## src/rtl/cpu_types_pkg.sv

```systemverilog
// Shared types for the five-stage core: data word, register index and the
// hazard controller's sequencing states.
package cpu_types_pkg;

  typedef logic [31:0] word_t;
  typedef logic [4:0]  regbits_t;

  typedef enum logic [1:0] {
    RUN    = 2'd0,
    DRAIN  = 2'd1,
    HALTED = 2'd2
  } hzstate_t;

  localparam regbits_t REG_ZERO = 5'd0;

  // True when a producing stage writes the register a consumer reads.
  // Register $0 is hardwired to zero and is never a forwarding source.
  function automatic logic reg_match(input logic wr, input regbits_t wsel,
                                     input regbits_t rsel);
    return wr && (wsel != REG_ZERO) && (wsel == rsel);
  endfunction

endpackage

```

## src/rtl/forward_unit.sv

```systemverilog
// Execute-stage operand forwarding: selects MEM-stage ALU result or WB-stage
// write data for each EX source register, MEM taking priority.
module forward_unit
  import cpu_types_pkg::*;
(
  input  regbits_t ex_rs,
  input  regbits_t ex_rt,
  input  regbits_t mem_wsel,
  input  logic     mem_regWr,
  input  logic     mem_dREN,
  input  word_t    mem_aluout,
  input  regbits_t wb_wsel,
  input  logic     wb_regWr,
  input  word_t    wb_wdat,
  output logic     srcA,
  output logic     srcB,
  output word_t    forA,
  output word_t    forB
);

  logic mem_a, mem_b, wb_a, wb_b;

  // A load in MEM has no data yet; its value is picked up from WB next cycle.
  assign mem_a = reg_match(mem_regWr & ~mem_dREN, mem_wsel, ex_rs);
  assign mem_b = reg_match(mem_regWr & ~mem_dREN, mem_wsel, ex_rt);
  assign wb_a  = reg_match(wb_regWr, wb_wsel, ex_rs);
  assign wb_b  = reg_match(wb_regWr, wb_wsel, ex_rt);

  always_comb begin
    srcA = 1'b0;
    forA = '0;
    if (mem_a) begin
      srcA = 1'b1;
      forA = mem_aluout;
    end else if (wb_a) begin
      srcA = 1'b1;
      forA = wb_wdat;
    end
  end

  always_comb begin
    srcB = 1'b0;
    forB = '0;
    if (mem_b) begin
      srcB = 1'b1;
      forB = mem_aluout;
    end else if (wb_b) begin
      srcB = 1'b1;
      forB = wb_wdat;
    end
  end

endmodule

```

## src/rtl/hazard_ctrl.sv

```systemverilog
// Pipeline sequencing for the five-stage core: latch enables, bubble flushes,
// halt drain and stall/flush performance counters.
//   state  | meaning
//   RUN    | normal issue, priority hazard decode active
//   DRAIN  | halt reached MEM and was written back; pipeline frozen one cycle
//   HALTED | core stopped, halt asserted until reset
module hazard_ctrl
  import cpu_types_pkg::*;
#(
  parameter int CNT_W = 32
) (
  input  logic             CLK,
  input  logic             nRST,
  input  logic             ihit,
  input  logic             dhit,
  input  regbits_t         id_rs,
  input  regbits_t         id_rt,
  input  logic             id_usesrs,
  input  logic             id_usesrt,
  input  regbits_t         ex_rs,
  input  regbits_t         ex_rt,
  input  regbits_t         ex_wsel,
  input  logic             ex_regWr,
  input  logic             ex_dREN,
  input  regbits_t         mem_wsel,
  input  logic             mem_regWr,
  input  logic             mem_dREN,
  input  logic             mem_dWEN,
  input  logic             mem_halt,
  input  logic             br_taken,
  input  word_t            mem_aluout,
  input  regbits_t         wb_wsel,
  input  logic             wb_regWr,
  input  word_t            wb_wdat,
  output logic             ifen,
  output logic             iden,
  output logic             exen,
  output logic             memen,
  output logic             wben,
  output logic             idflush,
  output logic             exflush,
  output logic             memflush,
  output logic             srcA,
  output logic             srcB,
  output word_t            forA,
  output word_t            forB,
  output logic             halt,
  output logic [CNT_W-1:0] stall_cnt,
  output logic [CNT_W-1:0] flush_cnt
);

  hzstate_t state;
  logic     dwait;
  logic     load_use;
  logic     any_stall;

  forward_unit u_fwd (
    .ex_rs      (ex_rs),
    .ex_rt      (ex_rt),
    .mem_wsel   (mem_wsel),
    .mem_regWr  (mem_regWr),
    .mem_dREN   (mem_dREN),
    .mem_aluout (mem_aluout),
    .wb_wsel    (wb_wsel),
    .wb_regWr   (wb_regWr),
    .wb_wdat    (wb_wdat),
    .srcA       (srcA),
    .srcB       (srcB),
    .forA       (forA),
    .forB       (forB)
  );

  assign dwait = (mem_dREN | mem_dWEN) & ~dhit;

  assign load_use = ex_dREN & ex_regWr & (ex_wsel != REG_ZERO) &
                    ((id_usesrs & (id_rs == ex_wsel)) |
                     (id_usesrt & (id_rt == ex_wsel)));

  always_comb begin
    ifen     = 1'b0;
    iden     = 1'b0;
    exen     = 1'b0;
    memen    = 1'b0;
    wben     = 1'b0;
    idflush  = 1'b0;
    exflush  = 1'b0;
    memflush = 1'b0;
    if (state == RUN) begin
      if (dwait) begin
        // full freeze until the data cache answers
      end else if (mem_halt) begin
        wben = 1'b1;
      end else if (br_taken) begin
        // PC redirect is taken even during an icache miss
        {ifen, iden, exen, memen, wben} = 5'b11111;
        {idflush, exflush, memflush}    = 3'b111;
      end else if (load_use) begin
        {exen, memen, wben} = 3'b111;
        exflush             = 1'b1;
      end else if (!ihit) begin
        {iden, exen, memen, wben} = 4'b1111;
        idflush                   = 1'b1;
      end else begin
        {ifen, iden, exen, memen, wben} = 5'b11111;
      end
    end
  end

  assign any_stall = ~(ifen & iden & exen & memen & wben);

  always_ff @(posedge CLK or negedge nRST) begin
    if (!nRST) begin
      state     <= RUN;
      halt      <= 1'b0;
      stall_cnt <= '0;
      flush_cnt <= '0;
    end else begin
      case (state)
        RUN: begin
          if (!dwait && mem_halt) state <= DRAIN;
          if (any_stall) stall_cnt <= stall_cnt + 1'b1;
          if (br_taken && !dwait) flush_cnt <= flush_cnt + 1'b1;
        end
        DRAIN: begin
          state <= HALTED;
          halt  <= 1'b1;
        end
        HALTED: state <= HALTED;
        default: state <= RUN;
      endcase
    end
  end

endmodule
```

## config.mk

```make
export PLATFORM = sky130hd
export DESIGN_NAME = hazard_ctrl
export DESIGN_NICKNAME = d
export VERILOG_FILES = /design/src/rtl/cpu_types_pkg.sv /design/src/rtl/forward_unit.sv /design/src/rtl/hazard_ctrl.sv
export SDC_FILE = /design/constraint.sdc
export NUM_CORES = 1
export LEC_CHECK = 0
export CELL_PAD_IN_SITES_DETAIL_PLACEMENT = 0
export CELL_PAD_IN_SITES_GLOBAL_PLACEMENT = 1
export CORE_MARGIN = 1
export CORE_UTILIZATION = 29
export DETAILED_ROUTE_END_ITERATION = 10
export PLACE_DENSITY_LB_ADDON = 0.1
export SETUP_SLACK_MARGIN = 0.05
export SLEW_MARGIN = 25
export SYNTH_ARGS = -nofsm -noshare
export SYNTH_HDL_FRONTEND = slang
export SYNTH_SLANG_ARGS = --single-unit
```

## constraint.sdc

```tcl
create_clock -name CLK -period 7.3 [get_ports CLK]
set_clock_uncertainty 0.05 [all_clocks]
set_input_delay 1.46 -clock CLK [delete_from_list [all_inputs] [get_ports CLK]]
set_output_delay 1.46 -clock CLK [all_outputs]
set_load 0.01 [all_outputs]
```

==> results of run 1 <==
[path summary, 6_finish.rpt]
check                                endpoint  cells after the start     startpoint  slack [ns]
worst min register to register  stall_cnt[31]                      1  stall_cnt[31]        0.42
worst max-delay path                 forA[31]                      9    mem_wsel[0]        1.27
min in group asynchronous        flush_cnt[8]                      2           nRST        1.27
max in group asynchronous       stall_cnt[28]                      2           nRST        5.37
worst min-delay path            stall_cnt[31]                      1  stall_cnt[31]        0.42
worst max register to register   stall_cnt[1]                      6       state[0]        4.62
[final cells by class]
class,count,area [um^2],share of cell area [%]
well taps,180,225.2,3.124
clock buffers,11,252.7,3.506
multi-input cells,329,2397,33.25
flip-flops and latches,67,1677,23.26
clock inverters,5,60.06,0.8330
inverters,12,45.04,0.6248
repair buffers,257,2552,35.40
[routing by layer]
layer / global-route usage [%] / vias up / routed length, um
met1: 23.29 / 2025 / 6026
li1: - / 2055 / -
met5: 0 / - / 0
met2: 31.71 / 136 / 7241
met4: 5.564 / 0 / 221
met3: 5.993 / 16 / 984
[power breakdown]
part	switching, mW	leakage, nW	internal (mW)	total [mW]
registers	0.000285	0.905	0.372	0.372
logic	0.0494	1.98	0.0788	0.128
clock network	0.162	0.152	0.284	0.446
total	0.212	3.04	0.734	0.947
[per-stage QoR]
step | total power, mW | util [%] | hold slack (ns) | cells
floorplan | 0.4092 | - | 0.4539 | 425
global placement | 0.5063 | 49.30 | 0.4070 | 845
global route | 0.9864 | 51.54 | 0.4288 | 861
finish | 0.9466 | 51.54 | 0.4173 | 861
CTS | 0.9626 | 51.54 | 0.4230 | 861
detailed placement | 0.5072 | 49.30 | 0.4125 | 845
[kinds of logic (layout without fill, tap and decap cells)]
group	after synthesis	count (layout)	synth area share, %
DFF	67	67	40.07
muxes	2	2	0.5382
AOI/OAI and AO/OA	79	79	15.91
and+or+nand+nor	152	152	19.86
adders and majority gates	4	4	1.196
buffers and inverters	29	285	3.170
xor gates and xnor gates	92	92	19.26
[state kept, by name, indices dropped and copies added, names as in the netlist]
name and cells:
flush_cnt 32, halt 1, stall_cnt 32, state 2
[critical path: cells and delay by family]
family,cells,cell delay (ns)
AND/OR/NAND/NOR,3,0.78
AO/OA/AOI/OAI,2,0.62
buffers and inverters,4,1.63
[layout by cell type, fill, tap and decap left out, types with 13 or more instances in the layout]
cell type          n
clkdlybuf4s50_1  250
nor3_1            17
xnor2_1           42
dfrtp_1           67
nand3_1           23
nand4_1           13
nor2_1            23
xor2_1            50
a22o_1            64
nand2_1           31
==> flow_metrics.py, run 1 <==
metrics = {
    "timing": {
        "setup_ws_ns": 1.272,
        "fin_crit_sh_pct": 82.58,
        "tightest_slew_ns": 0.9882,
        "timing.slew.headroom_pct": 34.12,
        "max_clock_freq_ghz": 0.1659,
        "period_minus_slack_ns": 6.028,
        "hold_viol": 0,
        "setup_violations": 0,
        "drv_slew": 0,
        "finalSetupTns_ns": 0,
        "rsz0062_at_grt": "false",
    },
    "cts": {
        "cts_buffer_depth": 2,
        "cts_buffers": 9,
        "clockRootBuffer": "clkbuf_16",
        "insertion_delay_ns": 0.33,
        "clkSlewWorstSetupHoldPaths_ns": 0.05,
        "cts-hold-fix-buffers": 0,
        "cts_tree": "yes",
        "cts_resized": 0,
        "htreeDepth": 3,
        "post_cts.repair.setup_buffers": 0,
        "clock_sinks": 67,
    },
    "floorplanning": {
        "die_w_um": 122.1,
        "dieArea_um2": 14910,
        "std_cell_rows": 43,
        "initial_utilization_pct": 29.91,
        "core_um2": 13990,
        "boundaryPins": 252,
        "die_h_um": 122.1,
    },
    "drt": {
        "antenna_left": 0,
        "drtPass1Iterations": 4,
        "drtIter0Drc": 230,
        "wl_per_cell_um": 16.81,
        "viasPerCell": 4.915,
        "route.detailed.drc": 0,
        "num_vias": 4232,
        "routed_wl_mm": 14.47,
    },
    "synthesis": {
        "synth_top_area_cell": "dfrtp_1",
        "synth_fp_nets": 542,
        "synthCells": 425,
        "ys_ff_latch": 67,
        "ys_warn_count": 0,
        "synthTopCellsByArea": "dfrtp_1 (40%), a22o_1 (13%), xor2_1 (10%)",
        "avgSynthCellArea_um2": 9.845,
        "synth_top_area_share_pct": 40.07,
        "yosysSeqAreaShare_pct": 40.07,
        "yosysMostFrequentCell": "dfrtp_1",
        "synth_edf_count": 0,
        "synth_common_cells": "dfrtp_1 (67), a22o_1 (64), xor2_1 (50), xnor2_1 (42), nand2_1 (31)",
        "ys.flop_type": "dfrtp_1",
        "async_flop_share_pct": 100.0,
        "syn_area_um2": 4184,
        "synth.distinct_cells": 45,
    },
    "cells_and_area": {
        "diodes": 0,
        "final_layout_size_suffix_gt1_share_pct": 5.140,
        "final_area_um2": 7209,
        "nets": 793,
        "fill_cells": 1306,
        "area_delta_synth_final_pct": 72.31,
    },
    "critical_path": {
        "crit_fanout": 34,
        "crit_type": "in -> out",
        "cp_cell_sequence": "clkdlybuf4s50_1 > or4_1 > o21ai_1 > nor4_4 > buf_4 > nor2_2 > buf_4 > a22o_1 > clkdlybuf4s50_1",
        "slowest_stage": "clkdlybuf4s50_1",
        "max_stage_delay_ns": 0.56,
        "worstPathRequired_ns": 5.79,
        "crit_path_start_kind": "primary input",
        "cp.arrival_ns": 4.52,
        "end_kind": "primary output",
    },
    "place": {
        "globalplace.congestion": 0.8017,
        "placement.io_buffers": 251,
        "placed_cell_area_um2": 6897,
        "hpwl_mm": 11.28,
        "dpl_worst_slack_ns": 1.308,
    },
    "grt": {
        "grt_pass1_wl_mm": 21.83,
        "grt_max_degree": 68,
        "grtUsageTotal_pct": 18.98,
        "grt_pass1_vias": 4123,
        "antenna_found_initial": 0,
        "globalRouteOverflowTotal": 0,
    },
    "flow_run": {
        "drv_cap": 0,
    },
    "power": {
        "peakVddDrop_mv": 0.1195,
        "p_leak_nw": 3.036,
        "p_per_area_nw_per_um2": 131.3,
    },
    "run_status": {
        "status": "complete, no violations",
    },
    "min_path": {
        "hp-class": "reg -> reg",
    },
}
Note: power is estimated with default switching activity, not from simulation.
==> inputs of run 2 (changes only) <==
- CORE_UTILIZATION: 29 -> 24
- clock period: 7.3 -> 5.1 ns (I/O delays scaled with it)
==> run 2 against run 1 <==
Effect of this change: cell area increased by 0.80%; worst setup slack worse by 0.89 ns; non-clock buffer count rose by 2; power is 38% higher; combinational power is 46% higher; via count up 0.80%; largest power group unchanged; critical path type unchanged; highest routed layer is now met5; die area grew 20%; critical path depth decreased by 1.
==> flow_metrics.py, run 2 (synthesis gave the netlist of run 1 again) <==
metrics = {
    "grt": {
        "grt_pass1_vias": 4317,
        "grt_max_degree": 58,
        "grtUsageTotal_pct": 17.63,
        "globalRouteOverflowTotal": 0,
        "grt_pass1_wl_mm": 24.68,
        "antenna_found_initial": 2,
    },
    "drt": {
        "antenna_left": 0,
        "route.detailed.drc": 0,
        "num_vias": 4266,
        "wl_per_cell_um": 17.72,
        "routed_wl_mm": 15.99,
        "drtPass1Iterations": 4,
        "drtIter0Drc": 128,
        "viasPerCell": 4.729,
    },
    "cells_and_area": {
        "area_delta_synth_final_pct": 73.68,
        "final_common_cell": "clkdlybuf4s50_1",
        "nets": 795,
        "diodes": 0,
        "final_util_pct": 43.21,
        "final_layout_size_suffix_gt1_share_pct": 5.132,
        "mostFrequentLayoutCells": "clkdlybuf4s50_1 (250), dfrtp_1 (67), a22o_1 (64)",
        "largestRegisters": "flush_cnt: 32 flops, stall_cnt: 32 flops, state: 2 flops",
    },
    "floorplanning": {
        "die_w_um": 134.0,
        "core_um2": 16820,
        "die_h_um": 134.0,
        "boundaryPins": 252,
        "initial_utilization_pct": 24.88,
        "dieArea_um2": 17970,
        "std_cell_rows": 47,
    },
    "cts": {
        "cts_resized": 0,
        "post_cts.repair.setup_buffers": 0,
        "clkSlewWorstSetupHoldPaths_ns": 0.05,
        "cts_buffers": 9,
        "clockRootBuffer": "clkbuf_16",
        "cts_tree": "yes",
        "insertion_delay_ns": 0.33,
        "htreeDepth": 3,
        "clock_sinks": 67,
        "cts_buffer_depth": 2,
        "cts-hold-fix-buffers": 0,
    },
    "timing": {
        "rsz0062_at_grt": "false",
        "max_clock_freq_ghz": 0.2120,
        "tightest_slew_ns": 0.9801,
        "timing.slew.headroom_pct": 34.66,
        "setup_violations": 0,
        "hold_viol": 0,
        "drv_slew": 0,
        "finalSetupTns_ns": 0,
        "period_minus_slack_ns": 4.717,
        "fin_crit_sh_pct": 92.49,
    },
    "place": {
        "globalplace.congestion": 0.8255,
        "hpwl_mm": 12.38,
        "placement.io_buffers": 251,
    },
    "critical_path": {
        "cp_cell_sequence": "clkdlybuf4s50_1 > or4_1 > o21ai_1 > nor4_4 > nor2_2 > buf_12 > a22o_1 > clkdlybuf4s50_1",
        "end_kind": "primary output",
        "slowest_stage": "clkdlybuf4s50_1",
        "crit_type": "in -> out",
        "cp.arrival_ns": 3.65,
        "cpMostUsedCell": "clkdlybuf4s50_1",
        "max_stage_delay_ns": 0.56,
        "worstPathRequired_ns": 4.03,
        "crit_fanout": 32,
        "crit_path_start_kind": "primary input",
    },
    "power": {
        "p_leak_nw": 3.041,
        "p_per_area_nw_per_um2": 179.6,
        "peakVddDrop_mv": 0.1716,
    },
    "run_status": {
        "status": "complete, no violations",
    },
    "flow_run": {
        "drv_cap": 0,
    },
    "min_path": {
        "hp-class": "reg -> reg",
    },
}
run 2: through the flow:
stage	std cells	total power, mW	hold WS [ns]	area [um^2]	worst slack (ns)
3_5_place_dp	887	0.7295	0.4163	6987	0.3857
2_1_floorplan	425	0.5857	0.4539	4184	1.576
6_report	902	1.305	0.4196	7267	0.3830
4_1_cts	902	1.324	0.4285	7267	0.3724
5_1_grt	902	1.357	0.4406	7267	0.2600
3_3_place_gp	887	0.7281	0.4085	6987	0.4020
run 2: report_power, final:
part	internal, mW	switching, mW	leakage [nW]	total [mW]
Combinational	0.114	0.0733	1.99	0.187
Clock	0.364	0.221	0.141	0.586
Sequential	0.532	0.000408	0.905	0.533
run 2: cell type report:
type / instances / area (um^2)
Clock buffer: 13 / 270.3
Inverter: 12 / 45.04
Fill cell: 1667 / 9552
Tap cell: 220 / 275.3
Timing Repair Buffer: 259 / 2592
Multi-Input combinational cell: 329 / 2397
Clock inverter: 2 / 10.01
Sequential cell: 67 / 1677
run 2: critical path: cells and delay by family:
kind	cells	cell delay, ns
buffers and inverters	3	1.26
AND/OR/NAND/NOR	3	0.80
AO/OA/AOI/OAI	2	0.55
run 2: metal layers:
metal	vias to the layer above	part of all wire [%]	global-route usage, %
met5	-	0.16	0
met1	2067	45	23.76
met3	23	5.0	3.817
li1	2058	-	-
met4	4	1.5	4.432
met2	114	48	28.55
run 2: worst paths after layout:
kind / start / end / slack [ns] / cells past startpoint
min: halt / halt / 0.42 / 1
min reg2reg: halt / halt / 0.42 / 1
max: mem_wsel[3] / forA[11] / 0.38 / 8
max in group asynchronous: nRST / stall_cnt[1] / 3.47 / 2
max reg2reg: state[0] / stall_cnt[24] / 2.41 / 7
min in group asynchronous: nRST / flush_cnt[9] / 0.49 / 1
==> inputs of run 3 (changes only) <==
- CELL_PAD_IN_SITES_DETAIL_PLACEMENT: 0 -> 1
- clock period: 5.1 -> 4.3 ns (I/O delays scaled with it)
==> run 3 against run 2 <==
Effect of this change: first-iteration DRC count decreased by 20%; critical path type unchanged; largest cell class unchanged; worst setup slack got worse by 0.31 ns; core utilization increased by 1.4 points; register-to-register slack got worse by 0.43 ns; power increased by 26%; sequential share of layout area decreased by 0.75 points; critical path depth increased by 1; cell area increased by 3.3%; hold slack got worse by 0.0019 ns.
==> flow_metrics.py, run 3 (synthesis gave the netlist of run 1 again) <==
metrics = {
    "run_status": {
        "status": "complete, no violations",
    },
    "power": {
        "total_power_mw": 1.642,
        "peakVddDrop_mv": 0.1665,
        "p_per_area_nw_per_um2": 218.6,
        "p_leak_nw": 3.533,
    },
    "timing": {
        "timing.slew.headroom_pct": 59.11,
        "tightest_slew_ns": 0.6133,
        "hold_viol": 0,
        "max_clock_freq_ghz": 0.2367,
        "finalSetupTns_ns": 0,
        "setup_violations": 0,
        "rsz0062_at_grt": "true",
        "fin_crit_sh_pct": 98.25,
        "period_minus_slack_ns": 4.225,
        "drv_slew": 0,
    },
    "cells_and_area": {
        "mostFrequentLayoutCells": "clkdlybuf4s50_1 (227), dfrtp_1 (67), a22o_1 (64)",
        "multiInputGateArea_um2": 2407,
        "area_delta_synth_final_pct": 79.49,
        "largestRegisters": "flush_cnt: 32 flops, stall_cnt: 32 flops, state: 2 flops",
        "seq_area_um2": 1677,
        "final_common_cell": "clkdlybuf4s50_1",
        "nets": 806,
        "fill_cells": 1890,
        "final_layout_size_suffix_gt1_share_pct": 6.638,
    },
    "critical_path": {
        "slowest_stage": "clkdlybuf4s50_1",
        "end_kind": "primary output",
        "cp_num_buf_inv": 4,
        "worstPathRequired_ns": 3.39,
        "crit_type": "in -> out",
        "cp_cell_sequence": "clkdlybuf4s50_1 > or4_1 > o21ai_1 > buf_4 > nor4_4 > nor2_4 > clkbuf_16 > a22o_1 > clkdlybuf4s50_1",
        "max_stage_delay_ns": 0.54,
        "crit_fanout": 16,
        "crit_path_start_kind": "primary input",
        "cpMostUsedCell": "clkdlybuf4s50_1",
        "cp.arrival_ns": 3.31,
        "path_delay_family": "buffers and inverters",
    },
    "drt": {
        "antenna_left": 0,
        "routed_wl_mm": 17.90,
        "viasPerCell": 4.813,
        "drtPass1Iterations": 6,
        "drtIter0Drc": 103,
        "route.detailed.drc": 0,
        "wl_per_cell_um": 19.58,
        "num_vias": 4399,
    },
    "floorplanning": {
        "initial_utilization_pct": 24.88,
        "die_w_um": 134.0,
        "std_cell_rows": 47,
        "core_um2": 16820,
        "dieArea_um2": 17970,
        "die_h_um": 134.0,
        "boundaryPins": 252,
    },
    "cts": {
        "clock_sinks": 67,
        "cts-hold-fix-buffers": 0,
        "cts_buffer_depth": 2,
        "clockRootBuffer": "clkbuf_16",
        "insertion_delay_ns": 0.33,
        "cts_buffers": 9,
        "htreeDepth": 3,
        "clkSlewWorstSetupHoldPaths_ns": 0.06,
        "cts_tree": "yes",
    },
    "flow_run": {
        "drv_cap": 0,
    },
    "grt": {
        "grt_pass1_vias": 4761,
        "grtUsageTotal_pct": 19.26,
        "globalRouteOverflowTotal": 0,
        "antenna_found_initial": 1,
        "grt_max_degree": 42,
        "grt_pass1_wl_mm": 26.92,
    },
    "place": {
        "placement.io_buffers": 251,
        "globalplace.congestion": 0.8410,
        "hpwl_mm": 13.74,
    },
    "min_path": {
        "hp-class": "reg -> reg",
    },
}
[run 3: area by class of cell]
cell class                      instances  share of cell area, %
Multi-Input combinational cell        329                  32.06
Inverter                               12                 0.5998
Antenna cell                            1                0.03332
Sequential cell                        67                  22.33
Clock inverter                          1                 0.3999
Clock buffer                           14                  3.782
Tap cell                              220                  3.665
Timing Repair Buffer                  270                  37.14
[run 3: metrics by stage]
stage	hold slack [ns]	setup WS (ns)	util, %	instances	area [um^2]
after detailed placement	0.4102	-0.05342	41.85	894	7039
after global placement	0.4039	-0.03715	41.85	894	7039
after global routing	0.4288	0.01500	44.64	913	7507
after CTS	0.4221	0.03601	43.80	910	7367
final	0.4177	0.07514	44.65	914	7510
after floorplan	0.4539	1.096	-	425	4184
[run 3: path summary, 6_finish.rpt]
path                               startpoint             to  slack (ns)  depth (start not counted)
max in group asynchronous                nRST  stall_cnt[25]        2.71                          2
min in group asynchronous                nRST   flush_cnt[9]        0.49                          1
worst max-delay path              mem_wsel[2]        forA[5]        0.08                          9
worst max register to register       state[0]  flush_cnt[26]        1.98                          7
worst min register to register  stall_cnt[31]  stall_cnt[31]        0.42                          1
worst min-delay path            stall_cnt[31]  stall_cnt[31]        0.42                          1
[run 3: where the power goes]
group | switching, mW | internal [mW] | total [mW]
logic | 0.0923 | 0.141 | 0.233
registers | 0.000510 | 0.631 | 0.632
clock network | 0.268 | 0.509 | 0.777
[run 3: what timing repair did]
action / 4_1_cts / 5_1_grt
gates resized for setup: 3 / 31
buffers inserted: 1 / 1
pin swaps: 1 / 3
setup endpoints to repair: 33 / 64
cloned: 0 / 2
[run 3: layer usage]
layer	up-vias	part of all wire [%]	global-route usage, %	routed length [um]
met5	-	0.073	0	13
met4	2	2.1	5.743	368
met3	28	4.1	4.271	728
met2	110	51	33.25	9050
met1	2185	43	23.88	7735
li1	2074	-	-	-
[run 3: worst reg2reg max path, delay by kind of cell, from the launching register on]
kind	cells	cell delay, ns
adder cells (fa/ha/maj)	1	0.35
XOR/XNOR	1	0.19
buffers and inverters	1	0.08
flip-flops	1	0.38
AND/OR/NAND/NOR	4	1.20
